<file path="src/rtl/lsu_mem_ctrl_pkg.sv">
// Shared types and helpers for the load/store unit: access sizes, FSM states,
// and mask expansion functions.
package lsu_pkg;

    typedef enum logic [1:0] {
        SZ_B = 2'b00,
        SZ_H = 2'b01,
        SZ_W = 2'b10
    } size_e;

    typedef enum logic [1:0] {
        IDLE = 2'b00,
        ACC0 = 2'b01,
        ACC1 = 2'b10,
        DONE = 2'b11
    } state_e;

    // Encoding 2'b11 falls through to the word mask.
    function automatic logic [3:0] size_to_mask(input logic [1:0] size);
        if (size == SZ_B) return 4'b0001;
        if (size == SZ_H) return 4'b0011;
        return 4'b1111;
    endfunction

    function automatic logic [31:0] be_to_bits(input logic [3:0] be);
        return {{8{be[3]}}, {8{be[2]}}, {8{be[1]}}, {8{be[0]}}};
    endfunction

endpackage

</file>
<file path="src/rtl/lsu_mem_ctrl_if.sv">
// Pipeline-side and bus-side signals of the LSU. The LSU takes the slave
// modport; the pipeline/bus environment takes the master modport.
interface lsu_mem_ctrl_if #(parameter int ADDR_W = 32);
    logic              i_req;
    logic              i_we;
    logic [1:0]        i_size;
    logic [ADDR_W-1:0] i_addr;
    logic [31:0]       i_wdata;
    logic              o_busy;
    logic              o_done;
    logic [31:0]       o_rdata;
    logic [3:0]        o_mask;
    logic              o_bus_req;
    logic              o_bus_we;
    logic [ADDR_W-1:0] o_bus_addr;
    logic [3:0]        o_bus_be;
    logic [31:0]       o_bus_wdata;
    logic              i_bus_ack;
    logic [31:0]       i_bus_rdata;

    modport master (
        output i_req, i_we, i_size, i_addr, i_wdata, i_bus_ack, i_bus_rdata,
        input  o_busy, o_done, o_rdata, o_mask,
        input  o_bus_req, o_bus_we, o_bus_addr, o_bus_be, o_bus_wdata
    );

    modport slave (
        input  i_req, i_we, i_size, i_addr, i_wdata, i_bus_ack, i_bus_rdata,
        output o_busy, o_done, o_rdata, o_mask,
        output o_bus_req, o_bus_we, o_bus_addr, o_bus_be, o_bus_wdata
    );
endinterface

</file>
<file path="src/rtl/lsu_mem_ctrl_lane_align.sv">
// Combinational lane steering: byte enables and rotated store data for the
// bus, and right-aligned, size-masked load data from up to two bus words.
module lsu_lane_align
    import lsu_pkg::*;
(
    input  logic [1:0]  size,
    input  logic [1:0]  off,
    input  logic [31:0] wdata,
    input  logic [31:0] rword0,
    input  logic [31:0] rword1,
    output logic [7:0]  be_full,
    output logic [31:0] wdata_rot,
    output logic [31:0] rdata
);
    logic [3:0] smask;
    logic [4:0] sh;
    logic [5:0] sh_inv;

    always_comb begin
        smask   = size_to_mask(size);
        sh      = {off, 3'b000};
        sh_inv  = 6'd32 - {1'b0, sh};
        be_full = {4'b0000, smask} << off;
        // A shift by 32 yields zero, so off=0 needs no special case.
        wdata_rot = (wdata << sh) | (wdata >> sh_inv);
        rdata     = ((rword0 >> sh) | (rword1 << sh_inv)) & be_to_bits(smask);
    end
endmodule

</file>
<file path="src/rtl/lsu_mem_ctrl.sv">
// Load/store unit: splits word-straddling accesses into two bus transactions,
// rotates store data onto lanes and right-aligns load data.
module lsu_mem_ctrl
    import lsu_pkg::*;
#(
    parameter int ADDR_W = 32
) (
    input  logic          i_clk,
    input  logic          i_rst_n,
    lsu_mem_ctrl_if.slave lsu
);
    state_e            state_q, state_d;
    logic              we_q;
    logic [1:0]        size_q;
    logic [1:0]        off_q;
    logic [ADDR_W-3:0] word_q;
    logic [ADDR_W-3:0] word_nxt;
    logic [31:0]       wdata_q;
    logic [31:0]       rword0_q;
    logic [31:0]       rdata_q;
    logic [3:0]        mask_q;

    logic [7:0]  be_full;
    logic [31:0] wdata_rot;
    logic [31:0] rword0, rword1;
    logic [31:0] rdata_asm;
    logic        split;
    logic        acc0_ack, acc1_ack, load_fin;

    assign word_nxt = word_q + (ADDR_W-2)'(1);
    assign split    = |be_full[7:4];
    assign acc0_ack = (state_q == ACC0) && lsu.i_bus_ack;
    assign acc1_ack = (state_q == ACC1) && lsu.i_bus_ack;
    assign load_fin = !we_q && ((acc0_ack && !split) || acc1_ack);

    // Feed the ack-cycle bus data straight in so o_rdata is valid in DONE.
    assign rword0 = (state_q == ACC0) ? (lsu.i_bus_rdata & be_to_bits(be_full[3:0])) : rword0_q;
    assign rword1 = (state_q == ACC1) ? (lsu.i_bus_rdata & be_to_bits(be_full[7:4])) : 32'h0;

    lsu_lane_align u_align (
        .size      (size_q),
        .off       (off_q),
        .wdata     (wdata_q),
        .rword0    (rword0),
        .rword1    (rword1),
        .be_full   (be_full),
        .wdata_rot (wdata_rot),
        .rdata     (rdata_asm)
    );

    always_ff @(posedge i_clk or negedge i_rst_n) begin
        if (!i_rst_n) begin
            state_q  <= IDLE;
            we_q     <= 1'b0;
            size_q   <= 2'b00;
            off_q    <= 2'b00;
            word_q   <= '0;
            wdata_q  <= '0;
            rword0_q <= '0;
            rdata_q  <= '0;
            mask_q   <= '0;
        end else begin
            state_q <= state_d;
            if (state_q == IDLE && lsu.i_req) begin
                we_q    <= lsu.i_we;
                size_q  <= lsu.i_size;
                off_q   <= lsu.i_addr[1:0];
                word_q  <= lsu.i_addr[ADDR_W-1:2];
                wdata_q <= lsu.i_wdata;
            end
            if (acc0_ack) rword0_q <= rword0;
            if (load_fin) begin
                rdata_q <= rdata_asm;
                mask_q  <= size_to_mask(size_q);
            end
        end
    end

    always_comb begin
        state_d         = state_q;
        lsu.o_bus_req   = 1'b0;
        lsu.o_bus_we    = 1'b0;
        lsu.o_bus_addr  = '0;
        lsu.o_bus_be    = 4'b0000;
        lsu.o_bus_wdata = 32'h0;
        lsu.o_done      = 1'b0;
        case (state_q)
            IDLE: if (lsu.i_req) state_d = ACC0;
            ACC0: begin
                lsu.o_bus_req   = 1'b1;
                lsu.o_bus_we    = we_q;
                lsu.o_bus_addr  = {word_q, 2'b00};
                lsu.o_bus_be    = be_full[3:0];
                lsu.o_bus_wdata = wdata_rot;
                if (lsu.i_bus_ack) state_d = split ? ACC1 : DONE;
            end
            ACC1: begin
                lsu.o_bus_req   = 1'b1;
                lsu.o_bus_we    = we_q;
                lsu.o_bus_addr  = {word_nxt, 2'b00};
                lsu.o_bus_be    = be_full[7:4];
                lsu.o_bus_wdata = wdata_rot;
                if (lsu.i_bus_ack) state_d = DONE;
            end
            DONE: begin
                lsu.o_done = 1'b1;
                state_d    = IDLE;
            end
            default: state_d = IDLE;
        endcase
    end

    assign lsu.o_busy  = (state_q != IDLE);
    assign lsu.o_rdata = rdata_q;
    assign lsu.o_mask  = mask_q;
endmodule

</file>
<file path="src/flat_wrapper.sv">
// flat-port wrapper written by rule: the top's interface ports become plain ports
module lsu_mem_ctrl_flat import lsu_pkg::*;
#(
    parameter int ADDR_W = 32
)
  (i_clk, i_rst_n, lsu_i_req, lsu_i_we, lsu_i_size, lsu_i_addr, lsu_i_wdata, lsu_i_bus_ack, lsu_i_bus_rdata, lsu_o_busy, lsu_o_done, lsu_o_rdata, lsu_o_mask, lsu_o_bus_req, lsu_o_bus_we, lsu_o_bus_addr, lsu_o_bus_be, lsu_o_bus_wdata);
  lsu_mem_ctrl_if #(.ADDR_W(ADDR_W)) lsu_i ();
  input  logic i_clk;
  input  logic i_rst_n;
  input wire logic [$bits(lsu_i.i_req)-1:0] lsu_i_req;
  input wire logic [$bits(lsu_i.i_we)-1:0] lsu_i_we;
  input wire logic [$bits(lsu_i.i_size)-1:0] lsu_i_size;
  input wire logic [$bits(lsu_i.i_addr)-1:0] lsu_i_addr;
  input wire logic [$bits(lsu_i.i_wdata)-1:0] lsu_i_wdata;
  input wire logic [$bits(lsu_i.i_bus_ack)-1:0] lsu_i_bus_ack;
  input wire logic [$bits(lsu_i.i_bus_rdata)-1:0] lsu_i_bus_rdata;
  output wire logic [$bits(lsu_i.o_busy)-1:0] lsu_o_busy;
  output wire logic [$bits(lsu_i.o_done)-1:0] lsu_o_done;
  output wire logic [$bits(lsu_i.o_rdata)-1:0] lsu_o_rdata;
  output wire logic [$bits(lsu_i.o_mask)-1:0] lsu_o_mask;
  output wire logic [$bits(lsu_i.o_bus_req)-1:0] lsu_o_bus_req;
  output wire logic [$bits(lsu_i.o_bus_we)-1:0] lsu_o_bus_we;
  output wire logic [$bits(lsu_i.o_bus_addr)-1:0] lsu_o_bus_addr;
  output wire logic [$bits(lsu_i.o_bus_be)-1:0] lsu_o_bus_be;
  output wire logic [$bits(lsu_i.o_bus_wdata)-1:0] lsu_o_bus_wdata;
  assign lsu_i.i_req = lsu_i_req;
  assign lsu_i.i_we = lsu_i_we;
  assign lsu_i.i_size = lsu_i_size;
  assign lsu_i.i_addr = lsu_i_addr;
  assign lsu_i.i_wdata = lsu_i_wdata;
  assign lsu_i.i_bus_ack = lsu_i_bus_ack;
  assign lsu_i.i_bus_rdata = lsu_i_bus_rdata;
  assign lsu_o_busy = lsu_i.o_busy;
  assign lsu_o_done = lsu_i.o_done;
  assign lsu_o_rdata = lsu_i.o_rdata;
  assign lsu_o_mask = lsu_i.o_mask;
  assign lsu_o_bus_req = lsu_i.o_bus_req;
  assign lsu_o_bus_we = lsu_i.o_bus_we;
  assign lsu_o_bus_addr = lsu_i.o_bus_addr;
  assign lsu_o_bus_be = lsu_i.o_bus_be;
  assign lsu_o_bus_wdata = lsu_i.o_bus_wdata;
  lsu_mem_ctrl #(.ADDR_W(ADDR_W)) u_core (.i_clk(i_clk), .i_rst_n(i_rst_n), .lsu(lsu_i));
endmodule
</file>
<file path="config.mk">
export PLATFORM = sky130hd
export DESIGN_NAME = lsu_mem_ctrl_flat
export DESIGN_NICKNAME = d
export VERILOG_FILES = /design/src/rtl/lsu_mem_ctrl_pkg.sv /design/src/rtl/lsu_mem_ctrl_if.sv /design/src/rtl/lsu_mem_ctrl_lane_align.sv /design/src/rtl/lsu_mem_ctrl.sv /design/src/flat_wrapper.sv
export SDC_FILE = /design/constraint.sdc
export NUM_CORES = 1
export LEC_CHECK = 0
export ABC_CLOCK_PERIOD_IN_PS = 5900
export CAP_MARGIN = 15
export CELL_PAD_IN_SITES_DETAIL_PLACEMENT = 1
export CELL_PAD_IN_SITES_GLOBAL_PLACEMENT = 2
export CORE_MARGIN = 10
export CORE_UTILIZATION = 33
export DETAILED_ROUTE_END_ITERATION = 12
export PLACE_DENSITY = 0.95
export SLEW_MARGIN = 30
export SYNTH_ARGS = -nofsm -noshare
export SYNTH_HDL_FRONTEND = slang
export SYNTH_SLANG_ARGS = --single-unit
</file>
<file path="constraint.sdc">
create_clock -name i_clk -period 5.9 [get_ports i_clk]
set_input_delay 1.18 -clock i_clk [delete_from_list [all_inputs] [get_ports i_clk]]
set_output_delay 1.18 -clock i_clk [all_outputs]
set_load 0.01 [all_outputs]
</file>
; ---- Yosys cells after proc, flatten, opt, wreduce, memory -nomap -nowiden
; Cells that the tools add are included.
[totals]
regBits = 137
inputBits = 103
out_inout_bits = 108
wordCells = 67
[classes]
n_addsub = 2
n_eq_ne = 7
shifts = 5
mux = 25
bitwise = 5
reduce_logical = 14
[ops]
columns = op, n
row1 = 32-bit bitwise AND, 3
row2 = 32-bit two-way mux, 3
row3 = 32-bit bitwise OR, 2
row4 = 32-bit case mux with 2 select lines, 1
row5 = 32-bit by 5-bit << shifter with 32-bit output, 1
row6 = 32-bit by 6-bit << shifter with 32-bit output, 1
row7 = 32-bit by 5-bit right shift with 32-bit output, 1
row8 = 32-bit by 6-bit right shift with 32-bit output, 1
row9 = 30-bit by 1-bit adder with 30-bit output (second input constant), 1
row10 = 4-bit two-way mux, 6
row11 = 1-bit two-way mux, 10
row12 = 2-bit case mux with 4 select lines, 1
row13 = 4-bit case mux with 2 select lines, 1
row14 = 4-bit by 2-bit << shifter with 8-bit output, 1
row15 = 2-bit two-way mux, 3
row16 = 2-bit inequality test (second input constant), 3
row17 = 6-bit by 5-bit subtractor with 6-bit output (first input constant), 1
row18 = 1-bit logical AND, 5
row19 = 2-bit by 1-bit equality test with 1-bit output (second input constant), 2
row20 = 2-bit equality test (second input constant), 2
row21 = 2-bit logical NOT, 2
row22 = 4-bit OR reduction, 1
row23 = 3-bit AND reduction, 1
row24 = 1-bit logical NOT, 2
row25 = other kinds (3), 3

; ---- Depth between registers and ports, before layout
; Gate-level depths: netlist of the first run.
[depth]
ltp_word = 16
mapped_depth = 12
depth_no_buf = 7

; ---- Cells and area by module
; From an unflattened synthesis of the first run, not the netlist that was laid out.
[unflattened]
cells_unflattened = 1028
hier_area_um2 = 9474.1
[modules_own_cells]
columns = mod, instances, cells_each, area_per_inst_um2, seq_area_each_um2
row1 = lsu_mem_ctrl, 1, 746, 7297.0, 3403.3
row2 = lsu_lane_align, 1, 282, 2177.1, 0.0

; ---- Least setup slack after synthesis of the first run
; OpenSTA, ideal clock, no wires.
[synth_timing]
path_type = register -> output
startpoint = register u_core.off_q[0]
endpoint = output lsu_o_bus_wdata[3]
t_arrival_ns = 2.844
required_time_ns = 4.720
setup_slack_ns = 1.876
path_stages_with_launch = 12
n_path_buf = 5
path_cell_list = dfrtp_1 > buf_2 > clkinv_1 > clkbuf_1 > clkbuf_1 > ha_1 > or2_2 > buf_2 > a21oi_1 > buf_2 > nand2_1 > a21boi_0
[synth_between]
elab_chain_len = 4
[synth_lines]
columns = item, line
row1 = from (decl), lsu_mem_ctrl.sv:15  ; logic [1:0] off_q;
row2 = from (signal assigned), lsu_mem_ctrl.sv:67  ; off_q <= lsu.i_addr[1:0];
row3 = 6-bit by 5-bit subtractor with 6-bit output, lsu_mem_ctrl_lane_align.sv:22  ; sh_inv = 6'd32 - {1'b0, sh};
row4 = 32-bit by 6-bit right shift with 32-bit output, lsu_mem_ctrl_lane_align.sv:25  ; wdata_rot = (wdata << sh) | (wdata >> sh_inv);
row5 = 32-bit bitwise OR (*), lsu_mem_ctrl_lane_align.sv:25
row6 = 32-bit two-way mux (*), lsu_mem_ctrl.sv:87  ; case (state_q)
row7 = to (decl), flat_wrapper.sv:25  ; output wire logic [$bits(lsu_i.o_bus_wdata)-1:0] lsu_o_bus_wdata;
; Mark *: on every way between the ends. The rest lies on a longest branch, timed or not.

; ---- Worst setup path in the final report of the first run
[layout_timing]
startpoint = register u_core.off_q[0]
endpoint = output lsu_o_bus_wdata[5]
; Same word-level chain as after synthesis.

==> results.md, run 1 <==
- Crit Path Max Fanout: 23
- Final core utilization: 44.7%
- Crit path launch type: register
- Fraction of registers with async set/reset: 100%
- Cells along the critical path: clkinv_1, ha_1, or2_2, a21oi_1, buf_4, nand2_1, o21ai_0, and2_1, clkdlybuf4s50_1
- Sequential area share after synthesis: 38.8%
- H-Tree Depth: 4
- Fin Hold WS: 0.490 ns
- Final std cells w/o fill: 1448
- Worst slack, placed: 1.75 ns
- Setup ws final: 1.24 ns
- Largest net degree at the start of global routing: 86
- First-pass GRT wire length: 52600 microns
- Vias/cell: 5.91
- Routed WL: 33400 microns
- Initial drt markers: 751
- Setup Buffers After CTS: 0
- Nets: 1209
- Starting Density: 33.6%
- Syn-to-layout area delta: 33.1%
- Seq cells post-synth: 136
- CTS clk-pin slew, worst paths: 0.07 ns
- # DRC: 0
- CP Buf/Inv Count: 3
- Commonest cells post-synth: dfrtp_1, nand2_1, mux2_2, o21ai_0, a21oi_1
- Pleak: 0.00461 uW
- Max-cap viol count: 0
- Post-CTS Resized: 0
- Avg Cell Area, Syn: 9.36 sq um
- Top cells by area, synth: dfrtp_1, mux2_2, a22o_1
- Top-area cell type share of the netlist area: 38.8%
- Routed len/inst: 23.1 microns
- Placed insts: 1415
- Setup crit end kind: output pin
- Die height: 183 microns
- Crit path DAT: 3.48 ns
- RSZ-0062 raised after global routing: no
- Die area: 33500 sq um
- Yosys cell types: 64
- DP Wirelength: 24100 microns
- Final setup TNS: 0 ns
- Hold_buf cts: 0
- Post-route minimum period: 4.66 ns
- I/O pin cnt: 211
- Post-synth EDFFs: 0
- Delay-heaviest family, CP: buffers and inverters
- Clock Skews: 0.0119 ns
- Most frequent cell after synthesis: dfrtp_1
- CP Class: register to output pin
- CTS Buf Count: 17
- Fillcell total: 2981
- CP peak stage delay: 0.55 ns
- Root buffer cell: clkbuf_16
- DIE WIDTH: 183 microns
- Final Setup Violations: 0
- Mapped Area: 8770 sq um
- GRT Overall Usage: 19.7%
- Synth warn: 0
- Antenna violations before repair: 2
- Via Count: 8563
- Syn Inst Count: 937
- Worst Tran Pin Value: 0.919 ns
- Detail Route Antenna Nets: 0
- Grt ovf: 0
- Maximum vdd drop: 0.331 mV
- Clk_lat worst skew: 0.43 ns
- Core ar.: 26100 sq um
- Share of cells above drive strength 1: 13.4%
- Slew Viols, Final: 0
- Number of cell rows: 59
- Hold/Removal Path Class: register to register
- Synth Flop Type: dfrtp_1
- Fmax achieved: 0.215 GHz
- Power per Cell Area: 652 nW/um^2
- Synth area leader: dfrtp_1
- CP max stage cell: clkdlybuf4s50_1
- TritonCTS clock tree: built
- Deepest clock path buffer count: 2
- Gp weighted congestion: 0.854
- Final worst-path cycle share: 79.0%
- Vias in the first global route: 9139
- Status: finished clean
- I/O Buffers: 208
- Slew Limit Headroom: 38.7%
- Drt first pass iters: 5
- Critical Path RT: 4.72 ns
- Hold Vio Cnt, Final: 0
- TritonCTS Sinks: 136
## layout make-up
cell class | count | area (sq um) | area share, %
flip-flops and latches | 136 | 3400 | 29.1
clock buffers | 18 | 429 | 3.67
multi-input cells | 707 | 5000 | 42.8
diodes | 2 | 5.00 | 0.0428
well taps | 335 | 419 | 3.59
repair buffers | 223 | 2200 | 18.8
inverters | 14 | 52.6 | 0.450
clock inverters | 13 | 171 | 1.47
## report_power, final
| part | switching (uW) | total, uW | internal [uW] |
|---|---|---|---|
| combinational | 2470 | 4630 | 2150 |
| sequential | 497 | 1860 | 1370 |
| clock | 456 | 1130 | 669 |
| total | 3430 | 7610 | 4190 |
## metrics by stage
step                      area [sq um]  power (uW)
final                            11700        7610
after global routing             11700        8160
after floorplan                   8780        4490
after CTS                        11700        7640
after detailed placement         11100        6480
after global placement           11100        6350
## worst min-delay path: stages (launching register included)
cell     delay [ns]
dfrtp_1        0.34
nand2_1        0.05
o21ai_0        0.06
## placed cells by master (no fill, tap or decap), types with 13 or more instances in the layout
cell               n
a21boi_0          15
a21oi_1           50
a221oi_1          29
a22o_1            48
and2_1            29
buf_4             15
clkbuf_16         17
clkdlybuf4s50_1  207
dfrtp_1          135
mux2_2            75
mux2i_1           16
nand2_1           98
nand2b_1          17
nand3_1           32
nand4_1           17
nor2_1            44
nor2b_1           18
nor3b_1           13
o21ai_0           51
## final timing paths
check,from,end,slack (ns),cells past startpoint
setup / recovery,u_core.off_q[0],lsu_o_bus_wdata[5],1.24,9
hold / removal,u_core.lsu.o_rdata[0],u_core.lsu.o_rdata[0],0.49,2
setup reg to reg,u_core.off_q[0],u_core.lsu.o_rdata[27],3.08,7
hold reg to reg,u_core.lsu.o_rdata[0],u_core.lsu.o_rdata[0],0.49,2
max in group asynchronous,i_rst_n,u_core.off_q[0],3.84,2
min in group asynchronous,i_rst_n,u_core.word_q[17],0.79,1
## flip-flops by register name (all words and copies together), names as in the netlist
signal and count:
u_core.lsu.o_mask 3, u_core.lsu.o_rdata 32, u_core.off_q 2, u_core.rword0_q 32
u_core.size_q 2, u_core.state_q 2, u_core.wdata_q 32, u_core.we_q 1
u_core.word_q 30
## logic make-up (layout without fill, tap and decap cells)
family,Yosys count,in the layout,share of synthesized area (%)
adder cells (fa/ha/maj),7,7,0.998
multiplexers,97,97,13.0
buffers and inverters,95,268,4.51
AND/OR/NAND/NOR,301,301,18.1
flip-flops,136,136,38.8
AO/OA/AOI/OAI,300,300,24.6
other,1,4,0.0427
## metal layers
layer / vias to the layer above / part of all wire [%] / wire length [microns] / track usage (%)
met4: 2 / 2.3 / 763 / 6.69
li1: 3852 / - / - / -
met2: 323 / 47 / 15600 / 31.0
met1: 4336 / 43 / 14500 / 25.3
met3: 50 / 7.7 / 2560 / 5.73
met5: - / 0.039 / 13 / 0
Note: power is estimated with default switching activity, not from simulation.
==> run 2: changes to the inputs <==
ABC_CLOCK_PERIOD_IN_PS = 3800   (was 5900)
CORE_UTILIZATION = 28   (was 33)
PLACE_DENSITY = 0.89   (was 0.95)
clock period = 3.8 ns   (was 5.9 ns; I/O delays follow)
==> run 2 against run 1 <==
Net effect:
- first-iteration DRC count is 14% lower
- critical path depth unchanged
- combinational power rose by 64%
- largest power group unchanged
- clock-buffer cell count shrank 1
- critical endpoint is now lsu_o_bus_wdata[6]
- die area rose by 16%
- worst hold slack lost 0.19 ns
- cell area up 3.5%
- power increased by 63%
==> results.md, run 2 (synthesized netlist as in run 1, its figures left out) <==
- Status: finished clean (unchanged)
- CP Class: register to output pin (unchanged)
- Worst reg2reg startpoint: u_core.off_q[1] (was u_core.off_q[0])
- Drt first pass iters: 5 (unchanged)
- H-Tree Depth: 4 (unchanged)
- Routed len/inst: 23.5 microns (was 23.1 microns)
- Detail Route Antenna Nets: 0 (unchanged)
- Share of cells above drive strength 1: 16.5% (was 13.4%)
- TritonCTS clock tree: built (unchanged)
- Met3 Usage GRT: 5.09% (was 5.73%)
- # DRC: 0 (unchanged)
- Power per Cell Area: 1030 nW/um^2 (was 652 nW/um^2)
- First-pass GRT wire length: 55300 microns (was 52600 microns)
- Routed WL: 36000 microns (was 33400 microns)
- Crit Path Max Fanout: 12 (was 23)
- Nets: 1235 (was 1209)
- Crit path launch type: register (unchanged)
- CP Buf/Inv Count: 4 (was 3)
- Most common cell after layout, fill and taps aside: clkdlybuf4s50_1 (unchanged)
- Worst Tran Pin Value: 0.917 ns (was 0.919 ns)
- CTS clk-pin slew, worst paths: 0.07 ns (about the same)
- Fmax achieved: 0.274 GHz
- Vias/cell: 5.62 (was 5.91)
- Vias in the first global route: 8966 (was 9139)
- Final worst-path cycle share: 96.0%
- Max-cap viol count: 0 (unchanged)
- Cells along the critical path: clkinv_1, ha_1, buf_6, nor2b_2, buf_4, a21oi_1, o21ai_0, and2_1, clkdlybuf4s50_1 (was clkinv_1, ha_1, or2_2, a21oi_1, buf_4, nand2_1, o21ai_0, and2_1, clkdlybuf4s50_1)
- Final Setup Violations: 0 (unchanged)
- Core ar.: 30700 sq um (was 26100 sq um)
- Reg2Reg Setup Slack: 0.90 ns (was 3.08 ns)
- Most frequent cells in the layout: clkdlybuf4s50_1, dfrtp_1, nand2_1 (unchanged)
- Initial drt markers: 646 (was 751)
- Delay-heaviest family, CP: buffers and inverters (unchanged)
- Hold/Removal Path Class: input port to asynchronous set/reset pin (was register to register)
- Worst slack, placed: 0.335 ns (was 1.75 ns)
- CP peak stage delay: 0.54 ns (was 0.55 ns)
- Clk_lat worst skew: 0.43 ns (about the same)
- DIE WIDTH: 197 microns (was 183 microns)
- I/O Buffers: 208 (unchanged)
- Power, Total: 12400 uW (was 7610 uW)
- Starting Density: 28.5% (was 33.6%)
- Hold_buf cts: 0 (unchanged)
- Deepest clock path buffer count: 2 (unchanged)
- Hold Vio Cnt, Final: 0 (unchanged)
- Root buffer cell: clkbuf_16 (unchanged)
- Number of cell rows: 64 (was 59)
- Largest net degree at the start of global routing: 72 (was 86)
- Fillcell total: 3525 (was 2981)
- TritonCTS Sinks: 136 (unchanged)
- Gp weighted congestion: 0.827 (was 0.854)
- Maximum vdd drop: 0.642 mV (was 0.331 mV)
- Reg2reg end: u_core.lsu.o_rdata[28] (was u_core.lsu.o_rdata[27])
- Clock Skews: 0.0124 ns (was 0.0119 ns)
- Post-route cell area: 12100 sq um (was 11700 sq um)
- Die height: 197 microns (was 183 microns)
- GR peak layer: met2 (unchanged)
- Via Count: 8625 (was 8563)
- Met1 Resource Use GR: 23.4% (was 25.3%)
- Grt ovf: 0 (unchanged)
- Setup crit end kind: output pin (unchanged)
- GRT Overall Usage: 18.1% (was 19.7%)
- I/O pin cnt: 211 (unchanged)
- Crit path DAT: 2.89 ns (was 3.48 ns)
- Slew Limit Headroom: 38.9% (was 38.7%)
- Pleak: 0.00483 uW (was 0.00461 uW)
- Critical Path RT: 3.04 ns (was 4.72 ns)
- CTS Buf Count: 17 (unchanged)
- Syn-to-layout area delta: 37.8% (was 33.1%)
- Slew Viols, Final: 0 (unchanged)
- Die area: 38800 sq um (was 33500 sq um)
- DP Area: 11300 sq um (was 11100 sq um)
- Antenna violations before repair: 3 (was 2)
- Worst-case reg-to-reg path depth: 7 (unchanged)
- Setup ws final: 0.152 ns (was 1.24 ns)
- Met2 GRT Util: 28.9% (was 31.0%)
- CP Depth: 9 (unchanged)
- CP max stage cell: clkdlybuf4s50_1 (unchanged)
- Post-route minimum period: 3.65 ns
- DP Wirelength: 25900 microns (was 24100 microns)
run 2: changes by cell type in the layout (fill, tap and decap cells not counted), moves of 3 or more:
| cell | delta |
|---|---|
| clkdlybuf4s50_1 | -3 |
| buf_6 | +5 |
| dlymetal6s2s_1 | +3 |
| inv_6 | +3 |
| buf_4 | +19 |
| dfrtp_1 | -3 |
| dfrtp_2 | +3 |
run 2: final cells by class:
class                      instances  area [sq um]  area share (%)
multi-input combinational        707          5020            41.5
sequential                       136          3410            28.2
timing repair buffer             249          2440            20.2
tap                              396           495            4.10
clock buffer                      17           425            3.52
clock inverter                    15           239            1.98
inverter                          14          56.3           0.466
antenna                            2          5.00          0.0414
run 2: report_power, final:
group	leakage [uW]	switching, uW	internal [uW]	total [uW]
logic	0.00281	4060	3530	7590
clock network	0.000321	770	1190	1960
registers	0.00170	744	2120	2870
run 2: stage by stage:
stage / util, % / setup TNS (ns) / hold slack (ns) / cells
after floorplan: - / 0 / 0.464 / 938
after global placement: 36.8 / 0 / 0.449 / 1495
after detailed placement: 36.8 / 0 / 0.463 / 1495
after CTS: 39.0 / 0 / 0.341 / 1527
after global routing: 39.3 / -0.00384 / 0.358 / 1535
final: 39.3 / 0 / 0.296 / 1536
run 2: per-layer routing:
| metal | routed length, microns | part of all wire (%) |
|---|---|---|
| met1 | 15900 | 44 |
| met2 | 17100 | 47 |
| met3 | 2470 | 6.9 |
| met4 | 608 | 1.7 |
| met5 | 13 | 0.036 |
run 2: worst reg2reg max path, stage by stage (launching register included):
cell,delay [ns]
dfrtp_1,0.35
buf_4,0.45
a21o_1,0.25
buf_4,0.20
a221oi_2,0.10
o21ai_2,0.74
or2_0,0.52
o21ai_1,0.15
run 2: what timing repair did:
action,4_1_cts,5_1_grt
pin swaps,1,1
setup endpoints to repair,13,31
gates resized for setup,4,19
setup buffers,0,7
run 2: how the worst max path moves through the flow:
stage	startpoint	endpoint	slack, ns
floorplan	u_core.off_q[0]	lsu_o_bus_wdata[3]	0.20
global placement	u_core.word_q[0]	lsu_o_bus_addr[20]	0.43
detailed placement	u_core.word_q[0]	lsu_o_bus_addr[20]	0.33
CTS	u_core.state_q[0]	lsu_o_bus_be[0]	0.005
global route	u_core.off_q[0]	lsu_o_bus_wdata[3]	-0.002
finish	u_core.off_q[0]	lsu_o_bus_wdata[6]	0.15
==> run 3: changes to the inputs <==
TNS_END_PERCENT = 20   (was unset)
==> run 3 against run 2 <==
Net effect:
- core utilization decreased by 0.13 points
- critical endpoint is now lsu_o_bus_addr[31]
- sequential power hardly changed
- clock power barely moved
- critical path depth down 3
- cell area down 0.34%
- setup slack worse by 0.032 ns
- worst hold slack improved by 0.0045 ns
- wire length fell by 0.15%
- via count fell by 0.61%
- first-iteration DRC count shrank 8.8%
- sequential share of layout area increased by 0.086 points
- register-to-register slack about the same
==> results.md, run 3 (synthesized netlist as in run 1, its figures left out) <==
- DIE WIDTH: 197 microns (unchanged)
- Crit path DAT: 2.92 ns (was 2.89 ns)
- Final std cells w/o fill: 1532 (was 1536)
- Final Setup Violations: 0 (unchanged)
- CTS Buf Count: 17 (unchanged)
- Final worst-path cycle share: 96.8% (was 96.0%)
- H-Tree Depth: 4 (unchanged)
- Syn-to-layout area delta: 37.3% (was 37.8%)
- Crit path launch type: register (unchanged)
- Maximum vdd drop: 0.641 mV (was 0.642 mV)
- Clock Skews: 0.0122 ns (was 0.0124 ns)
- Antenna violations before repair: 3 (unchanged)
- CP Class: register to output pin (unchanged)
- Fmax achieved: 0.272 GHz (was 0.274 GHz)
- Drt first pass iters: 6 (was 5)
- Critical Path RT: 3.04 ns (about the same)
- I/O pin cnt: 211 (unchanged)
- Number of cell rows: 64 (unchanged)
- Slew Viols, Final: 0 (unchanged)
- Share of cells above drive strength 1: 16.0% (was 16.5%)
- Most frequent cells in the layout: clkdlybuf4s50_1, dfrtp_1, nand2_1 (unchanged)
- Setup crit end kind: output pin (unchanged)
- Post-route minimum period: 3.68 ns (was 3.65 ns)
- I/O Buffers: 208 (unchanged)
- Routed WL: 36000 microns (about the same)
- Fillcell total: 3526 (was 3525)
- Worst Tran Pin Value: 0.922 ns (was 0.917 ns)
- Detail Route Antenna Nets: 0 (unchanged)
- TritonCTS Sinks: 136 (unchanged)
- RSZ-0062 raised after global routing: yes
- Die height: 197 microns (unchanged)
- Initial drt markers: 589 (was 646)
- Area taken by multi-input logic gates: 5020 sq um (unchanged)
- Pleak: 0.00480 uW (was 0.00483 uW)
- DP Area: 11300 sq um (unchanged)
- Cells along the critical path: nand4_2, nor3_4, nand4_2, or4_1, o211ai_1, clkdlybuf4s50_1 (was clkinv_1, ha_1, buf_6, nor2b_2, buf_4, a21oi_1, o21ai_0, and2_1, clkdlybuf4s50_1)
- Crit path from: u_core.word_q[20] (was u_core.off_q[0])
- Reg area: 3410 sq um (about the same)
- Delay-heaviest family, CP: simple AND/OR/NAND/NOR gates (was buffers and inverters)
- Final setup TNS: 0 ns (unchanged)
- Post-route cell area: 12000 sq um (was 12100 sq um)
- Hold/Removal Path Class: input port to asynchronous set/reset pin (unchanged)
- Largest net degree at the start of global routing: 72 (unchanged)
- Root buffer cell: clkbuf_16 (unchanged)
- DP Wirelength: 25900 microns (unchanged)
- GRT Overall Usage: 18.1% (unchanged)
- Gp weighted congestion: 0.827 (unchanged)
- Hold Vio Cnt, Final: 0 (unchanged)
- Most frequent CP cell: nand4_2
- Deepest clock path buffer count: 2 (unchanged)
- Die area: 38800 sq um (unchanged)
- Most common cell after layout, fill and taps aside: clkdlybuf4s50_1 (unchanged)
- # DRC: 0 (unchanged)
- TritonCTS clock tree: built (unchanged)
- Power per Cell Area: 1030 nW/um^2 (about the same)
- Nets: 1231 (was 1235)
- Routed len/inst: 23.5 microns (about the same)
- CP peak stage delay: 0.60 ns (was 0.54 ns)
- Vias in the first global route: 8966 (unchanged)
- Via Count: 8572 (was 8625)
- Placed insts: 1495 (unchanged)
- CTS clk-pin slew, worst paths: 0.07 ns (about the same)
- Grt ovf: 0 (unchanged)
- First-pass GRT wire length: 55300 microns (unchanged)
- Vias/cell: 5.60 (was 5.62)
- Hold_buf cts: 0 (unchanged)
- Max-cap viol count: 0 (unchanged)
- CP Buf/Inv Count: 1 (was 4)
- Fin Hold WS: 0.300 ns (was 0.296 ns)
- Worst reg2reg startpoint: u_core.off_q[1] (unchanged)
- Status: finished clean (unchanged)
- Crit Path Max Fanout: 8 (was 12)
- Starting Density: 28.5% (unchanged)
- CP max stage cell: clkdlybuf4s50_1 (unchanged)
- Core ar.: 30700 sq um (unchanged)
- Clk_lat worst skew: 0.43 ns (about the same)
- Slew Limit Headroom: 38.5% (was 38.9%)
## run 3: changes by cell type in the layout (fill, tap and decap cells not counted), sizes merged
cell           change
buf                -4
clkdlybuf4s50      +1
clkinvlp           -1
dlymetal6s2s       -1
inv                +1
## run 3: repair_timing
| item | 4_1_cts | 5_1_grt |
|---|---|---|
| pin swaps | 1 | 1 |
| gates resized for setup | 4 | 14 |
| setup buffers | 0 | 3 |
| endpoints found under the setup margin | 13 | 31 |
## run 3: power breakdown
part | switching, uW | total (uW) | internal, uW
Combinational | 4040 | 7540 | 3500
Clock | 773 | 1960 | 1190
Sequential | 739 | 2860 | 2120
## run 3: worst paths after layout
check	slack, ns	to	depth (start not counted)
setup / recovery	0.12	lsu_o_bus_addr[31]	6
hold / removal	0.30	u_core.word_q[17]	1
setup reg to reg	0.91	u_core.lsu.o_rdata[28]	7
hold reg to reg	0.48	u_core.lsu.o_mask[0]	1
max in group asynchronous	2.69	u_core.rword0_q[3]	2
min in group i_clk	0.48	u_core.lsu.o_mask[0]	1
## run 3: area by class of cell
| cell class | count | share of cell area, % |
|---|---|---|
| Antenna cell | 2 | 0.0415 |
| Sequential cell | 136 | 28.3 |
| Tap cell | 396 | 4.11 |
| Clock inverter | 15 | 1.98 |
| Inverter | 14 | 0.436 |
| Timing Repair Buffer | 245 | 20.0 |
| Multi-Input combinational cell | 707 | 41.6 |
| Clock buffer | 17 | 3.53 |
## run 3: per-layer routing
metal	routed length, microns	GRT usage, %	part of all wire, %
met1	15800	23.4	44
met2	17100	28.9	48
met3	2500	5.09	7.0
met4	573	5.41	1.6
met5	13	0	0.036
## run 3: per-stage QoR
stage / utilization, % / power (uW) / setup WS, ns
after global placement: 36.8 / 10100 / 0.431
after floorplan: - / 6970 / 0.196
after detailed placement: 36.8 / 10300 / 0.335
after CTS: 39.0 / 12400 / 0.00532
final: 39.2 / 12400 / 0.120
after global routing: 39.2 / 13200 / -0.0161
